### src/rtl/bridge_pkg.sv
// AHB2APB bridge shared types.
// State encoding and default bus widths.
package bridge_pkg;

  localparam int ADDR_W_DEF = 32;
  localparam int DATA_W_DEF = 32;
  localparam int NSEL_DEF   = 3;

  typedef enum logic [2:0] {
    ST_IDLE     = 3'd0,
    ST_WWAIT    = 3'd1,
    ST_READ     = 3'd2,
    ST_WRITE    = 3'd3,
    ST_WRITEP   = 3'd4,
    ST_RENABLE  = 3'd5,
    ST_WENABLE  = 3'd6,
    ST_WENABLEP = 3'd7
  } state_e;

  function automatic logic is_wr_setup(
    state_e s
  );
    return (s == ST_WRITE) ||
           (s == ST_WRITEP);
  endfunction

endpackage

### src/rtl/apb_controller_if.sv
// AHB-pipeline inputs and APB outputs of the bridge controller.
// master = the controller itself, slave = its environment.
interface apb_controller_if
  import bridge_pkg::*;
#(
  parameter int ADDR_W = ADDR_W_DEF,
  parameter int DATA_W = DATA_W_DEF,
  parameter int NSEL   = NSEL_DEF
);

  logic              valid;
  logic              hwrite;
  logic              hwrite_reg;
  logic [ADDR_W-1:0] haddr;
  logic [ADDR_W-1:0] haddr_1;
  logic [ADDR_W-1:0] haddr_2;
  logic [DATA_W-1:0] hwdata;
  logic [DATA_W-1:0] hwdata_1;
  logic [NSEL-1:0]   temp_selx;
  logic [NSEL-1:0]   pselx;
  logic              penable;
  logic              pwrite;
  logic [ADDR_W-1:0] paddr;
  logic [DATA_W-1:0] pwdata;
  logic              hreadyout;

  modport master (
    input  valid,
    input  hwrite,
    input  hwrite_reg,
    input  haddr,
    input  haddr_1,
    input  haddr_2,
    input  hwdata,
    input  hwdata_1,
    input  temp_selx,
    output pselx,
    output penable,
    output pwrite,
    output paddr,
    output pwdata,
    output hreadyout
  );

  modport slave (
    output valid,
    output hwrite,
    output hwrite_reg,
    output haddr,
    output haddr_1,
    output haddr_2,
    output hwdata,
    output hwdata_1,
    output temp_selx,
    input  pselx,
    input  penable,
    input  pwrite,
    input  paddr,
    input  pwdata,
    input  hreadyout
  );

endinterface

### src/rtl/apb_controller.sv
// APB-side FSM of the AHB2APB bridge.
// One SETUP+ENABLE APB transfer per AHB transfer.
module apb_controller
  import bridge_pkg::*;
#(
  parameter int ADDR_W = ADDR_W_DEF,
  parameter int DATA_W = DATA_W_DEF,
  parameter int NSEL   = NSEL_DEF
)(
  input  logic hclk,
  input  logic hresetn,
  apb_controller_if.master bus
);

  state_e state_q, state_d;

  logic [NSEL-1:0]   pselx_q, pselx_d;
  logic              penable_q, penable_d;
  logic              pwrite_q, pwrite_d;
  logic [ADDR_W-1:0] paddr_q, paddr_d;
  logic [DATA_W-1:0] pwdata_q, pwdata_d;
  logic              hready_q, hready_d;

  // Next-state decode.
  always_comb begin
    state_d = ST_IDLE;
    case (state_q)
      ST_IDLE: begin
        if (bus.valid && bus.hwrite)
          state_d = ST_WWAIT;
        else if (bus.valid)
          state_d = ST_READ;
        else
          state_d = ST_IDLE;
      end
      ST_WWAIT:
        state_d = bus.valid ? ST_WRITEP
                            : ST_WRITE;
      ST_READ:
        state_d = ST_RENABLE;
      ST_WRITE:
        state_d = bus.valid ? ST_WENABLEP
                            : ST_WENABLE;
      ST_WRITEP:
        state_d = ST_WENABLEP;
      ST_RENABLE, ST_WENABLE: begin
        if (bus.valid && !bus.hwrite)
          state_d = ST_READ;
        else if (bus.valid)
          state_d = ST_WWAIT;
        else
          state_d = ST_IDLE;
      end
      ST_WENABLEP: begin
        if (!bus.hwrite_reg)
          state_d = ST_READ;
        else if (bus.valid)
          state_d = ST_WRITEP;
        else
          state_d = ST_WRITE;
      end
      default:
        state_d = ST_IDLE;
    endcase
  end

  // Output values for the state being entered.
  always_comb begin
    pselx_d   = pselx_q;
    penable_d = penable_q;
    pwrite_d  = pwrite_q;
    paddr_d   = paddr_q;
    pwdata_d  = pwdata_q;
    hready_d  = 1'b1;
    if (state_d == ST_READ) begin
      pselx_d   = bus.temp_selx;
      penable_d = 1'b0;
      pwrite_d  = 1'b0;
      paddr_d   = bus.haddr;
      hready_d  = 1'b0;
    end else if (is_wr_setup(state_d)) begin
      pselx_d   = bus.temp_selx;
      penable_d = 1'b0;
      pwrite_d  = 1'b1;
      hready_d  = (state_d != ST_WRITEP);
      // Pipelined write: AHB has moved on,
      // so take the older address/data copies.
      if (state_q == ST_WENABLEP) begin
        paddr_d  = bus.haddr_2;
        pwdata_d = bus.hwdata_1;
      end else begin
        paddr_d  = bus.haddr_1;
        pwdata_d = bus.hwdata;
      end
    end else if (state_d == ST_RENABLE ||
                 state_d == ST_WENABLE ||
                 state_d == ST_WENABLEP) begin
      penable_d = 1'b1;
    end else begin
      pselx_d   = '0;
      penable_d = 1'b0;
    end
  end

  // State register.
  always_ff @(posedge hclk or negedge hresetn) begin
    if (!hresetn)
      state_q <= ST_IDLE;
    else
      state_q <= state_d;
  end

  // Registered APB outputs and hreadyout.
  always_ff @(posedge hclk or negedge hresetn) begin
    if (!hresetn) begin
      pselx_q   <= '0;
      penable_q <= 1'b0;
      pwrite_q  <= 1'b0;
      paddr_q   <= '0;
      pwdata_q  <= '0;
      hready_q  <= 1'b1;
    end else begin
      pselx_q   <= pselx_d;
      penable_q <= penable_d;
      pwrite_q  <= pwrite_d;
      paddr_q   <= paddr_d;
      pwdata_q  <= pwdata_d;
      hready_q  <= hready_d;
    end
  end

  assign bus.pselx     = pselx_q;
  assign bus.penable   = penable_q;
  assign bus.pwrite    = pwrite_q;
  assign bus.paddr     = paddr_q;
  assign bus.pwdata    = pwdata_q;
  assign bus.hreadyout = hready_q;

endmodule

### src/flat_wrapper.sv
// flat-port wrapper written by rule: the top's interface ports become plain ports
module apb_controller_flat import bridge_pkg::*;
#(
  parameter int ADDR_W = ADDR_W_DEF,
  parameter int DATA_W = DATA_W_DEF,
  parameter int NSEL   = NSEL_DEF
)
  (hclk, hresetn, bus_valid, bus_hwrite, bus_hwrite_reg, bus_haddr, bus_haddr_1, bus_haddr_2, bus_hwdata, bus_hwdata_1, bus_temp_selx, bus_pselx, bus_penable, bus_pwrite, bus_paddr, bus_pwdata, bus_hreadyout);
  apb_controller_if #(.ADDR_W(ADDR_W), .DATA_W(DATA_W), .NSEL(NSEL)) bus_i ();
  input  logic hclk;
  input  logic hresetn;
  input wire logic [$bits(bus_i.valid)-1:0] bus_valid;
  input wire logic [$bits(bus_i.hwrite)-1:0] bus_hwrite;
  input wire logic [$bits(bus_i.hwrite_reg)-1:0] bus_hwrite_reg;
  input wire logic [$bits(bus_i.haddr)-1:0] bus_haddr;
  input wire logic [$bits(bus_i.haddr_1)-1:0] bus_haddr_1;
  input wire logic [$bits(bus_i.haddr_2)-1:0] bus_haddr_2;
  input wire logic [$bits(bus_i.hwdata)-1:0] bus_hwdata;
  input wire logic [$bits(bus_i.hwdata_1)-1:0] bus_hwdata_1;
  input wire logic [$bits(bus_i.temp_selx)-1:0] bus_temp_selx;
  output wire logic [$bits(bus_i.pselx)-1:0] bus_pselx;
  output wire logic [$bits(bus_i.penable)-1:0] bus_penable;
  output wire logic [$bits(bus_i.pwrite)-1:0] bus_pwrite;
  output wire logic [$bits(bus_i.paddr)-1:0] bus_paddr;
  output wire logic [$bits(bus_i.pwdata)-1:0] bus_pwdata;
  output wire logic [$bits(bus_i.hreadyout)-1:0] bus_hreadyout;
  assign bus_i.valid = bus_valid;
  assign bus_i.hwrite = bus_hwrite;
  assign bus_i.hwrite_reg = bus_hwrite_reg;
  assign bus_i.haddr = bus_haddr;
  assign bus_i.haddr_1 = bus_haddr_1;
  assign bus_i.haddr_2 = bus_haddr_2;
  assign bus_i.hwdata = bus_hwdata;
  assign bus_i.hwdata_1 = bus_hwdata_1;
  assign bus_i.temp_selx = bus_temp_selx;
  assign bus_pselx = bus_i.pselx;
  assign bus_penable = bus_i.penable;
  assign bus_pwrite = bus_i.pwrite;
  assign bus_paddr = bus_i.paddr;
  assign bus_pwdata = bus_i.pwdata;
  assign bus_hreadyout = bus_i.hreadyout;
  apb_controller #(.ADDR_W(ADDR_W), .DATA_W(DATA_W), .NSEL(NSEL)) u_core (.hclk(hclk), .hresetn(hresetn), .bus(bus_i));
endmodule
### config.mk
export PLATFORM = sky130hd
export DESIGN_NAME = apb_controller_flat
export DESIGN_NICKNAME = d
export VERILOG_FILES = /design/src/rtl/bridge_pkg.sv /design/src/rtl/apb_controller_if.sv /design/src/rtl/apb_controller.sv /design/src/flat_wrapper.sv
export SDC_FILE = /design/constraint.sdc
export NUM_CORES = 1
export LEC_CHECK = 0
export ABC_AREA = 1
export ABC_CLOCK_PERIOD_IN_PS = 2200
export BUFFER_PORTS_ARGS = -buffer_cell sky130_fd_sc_hd__buf_2
export CAP_MARGIN = 20
export CORE_MARGIN = 1
export CORE_UTILIZATION = 40
export CTS_CLUSTER_SIZE = 24
export DETAILED_ROUTE_END_ITERATION = 12
export PLACE_DENSITY = 0.71
export SETUP_SLACK_MARGIN = 0.2
export SYNTH_ARGS = -nofsm -noshare
export SYNTH_HDL_FRONTEND = slang
export SYNTH_SLANG_ARGS = --single-unit
### constraint.sdc
create_clock -name hclk -period 2.2 [get_ports hclk]
set_input_delay 0.11 -clock hclk [delete_from_list [all_inputs] [get_ports hclk]]
set_output_delay 0.11 -clock hclk [all_outputs]
set_load 0.02 [all_outputs]
Yosys cells after proc, flatten, opt, wreduce, memory -nomap -nowiden

Cells that the tools add are included.

Bits in registers: 73
Bits of input ports: 168
Output and inout port bits: 70

Eq/ne operators: 15
Multiplexer cells: 22
Bitwise gates (word level): 1
Reductions and logical operators: 10

Operators by type and width:

| kind                                          | number |
|---|---|
| two-way mux 32 bit                            | 4 |
| == test 3 bit, second input constant          | 8 |
| two-way mux 3 bit                             | 7 |
| case mux 3 bit (7 select lines)               | 1 |
| == test 3 x 2 -> 1 bit, second input constant | 4 |
| two-way mux 1 bit                             | 9 |
| == test 3 x 1 -> 1 bit, second input constant | 1 |
| zero test 3 bit                               | 1 |
| logical OR 1 bit                              | 3 |
| != test 3 x 1 -> 1 bit, second input constant | 1 |
| != test 3 bit, second input constant          | 1 |
| logical AND 1 bit                             | 2 |
| two-way mux 2 bit                             | 1 |
| AND reduction 2 bit                           | 1 |
| nonzero test 2 bit                            | 1 |
| OR reduction 2 bit                            | 1 |
| zero test 1 bit                               | 1 |
| NOT 1 bit                                     | 1 |

Logic depth before layout (Yosys ltp)

Depth in word-level cells: 10
Mapped depth: 15
Depth with buffers taken out: 14

Worst setup path before layout

No wires, ideal clock.

Path type: register to register
Start: register u_core.state_q[1]
End: register u_core.pwrite_q, in the netlist u_core.bus.pwrite
Setup time: 0.130 ns
Arrival time: 1.541 ns
Path slack: 0.529 ns
Cell stages (with the launch flop): 15
Clock period less this slack: 1.671 ns
Cells stage by stage: dfrtp_1 nand2_1 inv_1 nand2_1 nand2_1 inv_1 nand2_1 nor2_1 nand2_1 inv_2 nand2_2 buf_4 buf_2 nand3_1 nand2_1

Word-level cells in the longest chain between the ends: 6
Elaborated cells between the ends (all ways): 16
Those cells by class: eq/ne: 10; mux: 2; reduce/logical: 4

RTL lines:

| item                                                    | line                               | RTL |
|---|---|---|
| start: declaration                                      | apb_controller.sv:15               | `state_e state_q, state_d;` |
| start signal: assignment                                | apb_controller.sv:110              | `state_q <= state_d;` |
| == test 3 bit                                           | apb_controller.sv:27               | `case (state_q)` |
| OR reduction 2 bit                                      | apb_controller.sv:27               |  |
| case mux 3 bit (7 select lines) (*)                     | apb_controller.sv:27               |  |
| == test 3 x 2 -> 1 bit or == test 3 bit (tied branches) | bridge_pkg.sv:23, bridge_pkg.sv:24 |  |
| logical OR 1 bit                                        | bridge_pkg.sv:23                   | `return (s == ST_WRITE) \|\|` |
| nonzero test 2 bit (no source line)                     | n/a                                |  |
| end signal: assignment                                  | apb_controller.sv:125              | `pwrite_q <= pwrite_d;` |
| end: declaration                                        | apb_controller.sv:19               | `logic pwrite_q, pwrite_d;` |

Mark *: on every way between the ends. The rest lies on a longest branch, timed or not.
A chain may end at the register's enable or synchronous reset.

Worst setup path in the final report

Start: register u_core.state_q[0]
End: register u_core.paddr_q[22], in the netlist u_core.bus.paddr[22]

Word-level cells in the longest chain between the ends: 6
Elaborated cells between the ends (all ways): 18
Those cells by class: eq/ne: 10; mux: 4; reduce/logical: 4

RTL lines:

| item                                                    | line                               | RTL |
|---|---|---|
| == test 3 bit                                           | apb_controller.sv:27               |  |
| OR reduction 2 bit                                      | apb_controller.sv:27               |  |
| case mux 3 bit (7 select lines)                         | apb_controller.sv:27               |  |
| == test 3 x 2 -> 1 bit or == test 3 bit (tied branches) | bridge_pkg.sv:23, bridge_pkg.sv:24 |  |
| logical OR 1 bit                                        | bridge_pkg.sv:23                   |  |
| nonzero test 2 bit (no source line)                     | n/a                                |  |
| end signal: assignment                                  | apb_controller.sv:126              | `paddr_q <= paddr_d;` |
| end: declaration                                        | apb_controller.sv:20               | `logic [ADDR_W-1:0] paddr_q, paddr_d;` |

Parallel ways exist; a longest one is shown, timed or not. The select of a mux whose other input is x is not followed.

==> parameters.txt <==
Parameter                              Value

Outcome
  Status ... completed

Pwr
  Areal power density over the cells ... 1630 nW/um^2
  Maximum VDD drop ... approximately 700 uV
  Lkg Pwr ... between 3 and 4 nW

Clocking
  Total clock sinks ... 73
  CTS tree ... done
  Clock input transition at the sequential cells of the worst setup and hold paths ... 0.08 ns
  CTS root buf ... clkbuf_8
  Maximum level of the CTS H-tree ... 3
  Skew-Pair Late Insertion Delay ... 0.35 ns
  Clock buffer count from CTS ... 9
  Maximum count of clock buffers along a single path ... 2

Worst setup path
  Highest cell delay on the worst timing path ... 0.42 ns
  Endpoint kind of the worst setup timing path ... flop
  Internal reg-to-reg setup slack ... roughly 0.20 ns
  Critical Path, Cell by Cell ... inv_1 -> nor2_1 -> nand2_1 -> o21ai_0 -> nor2_2 -> nand2_1 -> inv_4 -> nand2_2 -> nand2_4 -> clkbuf_16 -> nand2_1 -> nand2_1
  Sort of element at the start of the critical path ... flop
  Buffer and inverter count on the worst path ... 3
  Data arrival time at the worst-slack endpoint ... about 2.2 ns
  Worst Path Required ... 2.44 ns
  Most numerous cell on the critical path ... nand2_1
  Gate family responsible for the most delay along the worst path ... simple AND/OR/NAND/NOR gates
  Max stage delay cell, worst path ... dfrtp_1
  Critical path fanouts, max ... 15
  Kind of critical path ... flop to flop

Detailed routing
  Per-cell via count in the routed design ... 4.88
  Number of remaining DRC errors ... 0
  Average wire per standard cell ... ~13 um
  Drt first-iter violations ... roughly 160
  Antenna Violating Nets Remaining ... 0
  Wire length after detailed routing ... 12.6 mm
  Total vias in the final route ... between 4000 and 5000
  Detailed-routing iteration count for the pre-antenna-repair pass ... 5

Timing
  Actual transition at the worst max-transition pin ... around 0.93 ns
  Worst slew slack as a fraction of its limit ... a little under two fifths
  Pins over their slew limit ... 0
  Crit path setup slack, layout ... just over 0.2 ns
  Period utilisation layout ... around nine tenths
  Worst-case clock skew ... between 0.009 and 0.01 ns
  Post-layout minimum cycle time ... 2.00 ns
  Total negative slack ... 0 ns
  Final hold violation count ... 0
  Total of endpoints with negative setup slack in the final report ... 0
  Unrepaired setup endpoints after global routing ... no
  Max Freq ... around 500 MHz

Logic synthesis
  Mapped Avg Cell Area ... slightly below 7 um^2
  Number of warnings issued by yosys ... 0
  Number of distinct library cells after synthesis ... 21
  Synthesized cell area ... between 4000 and 5000 um^2
  Number of flip-flops and latches in the synthesized netlist ... 73
  Synth Net Count ... about 760
  Sequential cell area fraction in the yosys report ... between 40% and 50%
  Post-Synthesis Cells ... 590

Final layout
  Area growth, synth to finish ... 41.4%
  Leading cell type in the layout, fill and taps excluded ... nand2_1
  Layout cells sized above 1 ... approximately 34%
  Final Net Count ... between 900 and 1000
  Diode insertion count for antenna repair ... 0
  Commonest non-fill, non-tap cells in the layout ... nand2_1, buf_2, nand3_1, dfrtp_1, nor2_1

Placement
  Number of I/O port buffers ... between 200 and 250
  Final Wtd Congestion ... between 0.8 and 0.9
  DPL Wire Length ... a little under 9 mm
  Pre-CTS worst setup slack ... a little under 0.08 ns

Die
  Die Wd ... 103 um
  Height of the die ... about 100 um
  Core outline area ... around 9900 um^2
  Number of top-level pins ... around 240
  Number of rows in the core area ... 36
  Total Die Area ... between 10000 and 15000 um^2
  Initial cell density of the core ... about 42%

Global route
  Number of global-route vias before repair ... about 4300
  Largest net degree at the start of global routing ... 74
  Number of antenna violations at the first check in global routing ... 0
  Wire length of the first global-routing pass ... between 15 and 20 mm
  Global routing usage summed across all routing layers ... between 20 and 25%
  Total overflow reported by the global router ... 0

Hold path
  Class of the tightest hold or removal check ... input port to flop

Run
  Max-Cap Viols ... 0
==> layout make-up <==
class | count | area [um^2]
inverters | 34 | 130
clock inverters | 5 | 125
multi-input cells | 443 | 1960
clock buffers | 11 | 151
fillers | 918 | 4070
flip-flops and latches | 73 | 1830
well taps | 133 | 166
repair buffers | 260 | 1430
==> cell families after synthesis <==
| family | synth area share [%] |
|---|---|
| simple gates | 42.0 |
| buf+inv | 7.73 |
| flops | 44.6 |
| compound gates | 5.59 |
==> worst register-to-register path: cells and delay by family (launching register included) <==
family / cells / cell delay, ns
compound gates: 1 / 0.27
buf+inv: 3 / 0.36
flops: 1 / 0.42
simple gates: 8 / 0.84
==> state kept, by name, indices dropped and copies added (netlist names) <==
register and count:
u_core.bus.penable 1, u_core.state_q 3, u_core.bus.pselx 3, u_core.bus.pwdata 32, u_core.bus.paddr 32, u_core.bus.pwrite 1
u_core.bus.hreadyout 1
==> worst paths after layout <==
check	from	to	cells after the start
max in group asynchronous	hresetn	u_core.bus.paddr[20]$_DFFE_PN0P_	2
worst min register to register	u_core.bus.pselx[0]$_DFFE_PN0P_	u_core.bus.pselx[0]$_DFFE_PN0P_	2
worst min-delay path	bus_hwdata_1[27]	u_core.bus.pwdata[27]$_DFFE_PN0P_	3
min in group asynchronous	hresetn	u_core.bus.pselx[2]$_DFFE_PN0P_	2
worst max register to register	u_core.state_q[0]$_DFF_PN0_	u_core.bus.paddr[22]$_DFFE_PN0P_	12
worst max-delay path	u_core.state_q[0]$_DFF_PN0_	u_core.bus.paddr[22]$_DFFE_PN0P_	12
==> synth_stat cells (all sizes together) <==
cell,number,share of area (%)
a31oi,32,4.9
a21oi,1,0.40
dfrtp,72,44
nand3b,21,3.8
nand4,1,0.15
inv,34,3.1
buf,30,3.7
o21ai,1,0.12
nor2,37,3.6
nand2,276,25
o21a,1,0.18
dfstp,1,0.64
clkbuf,10,0.92
nand3,73,9.0
==> layer usage <==
metal	vias to the layer above	share of wire, %	track usage [%]
met1	2074	41	27.2
met4	0	3.3	12.9
met3	30	7.7	4.97
li1	2334	-	-
met2	239	48	39.6
met5	-	0	0
==> stage by stage <==
step,total power [mW],instances,instance area (um^2),hold WS (ns),util [%]
floorplan,6.13,590,4100,-0.186,-
global placement,7.51,932,5350,0.300,54.3
detailed placement,7.68,932,5350,0.309,54.3
CTS,9.22,956,5720,0.00111,58.0
global route,10.2,959,5790,0.0105,58.7
finish,9.43,959,5790,0.0170,58.7
==> where the power goes <==
part | total (mW) | internal, mW | switching [mW] | leakage, nW
clock network | 1.45 | 0.929 | 0.519 | 0.140
logic | 5.56 | 1.92 | 3.63 | 2.33
registers | 2.42 | 2.05 | 0.368 | 0.858
total | 9.43 | 4.90 | 4.52 | 3.33
==> timing repair <==
item,4_1_cts,5_1_grt
hold buffers,8,0
setup endpoints to repair,30,36
buffers inserted,0,2
pin swaps,0,0
gates resized for setup,3,8
hold endpoints to repair,79,0
cloned,0,1
(Power assumes the default switching activity.)
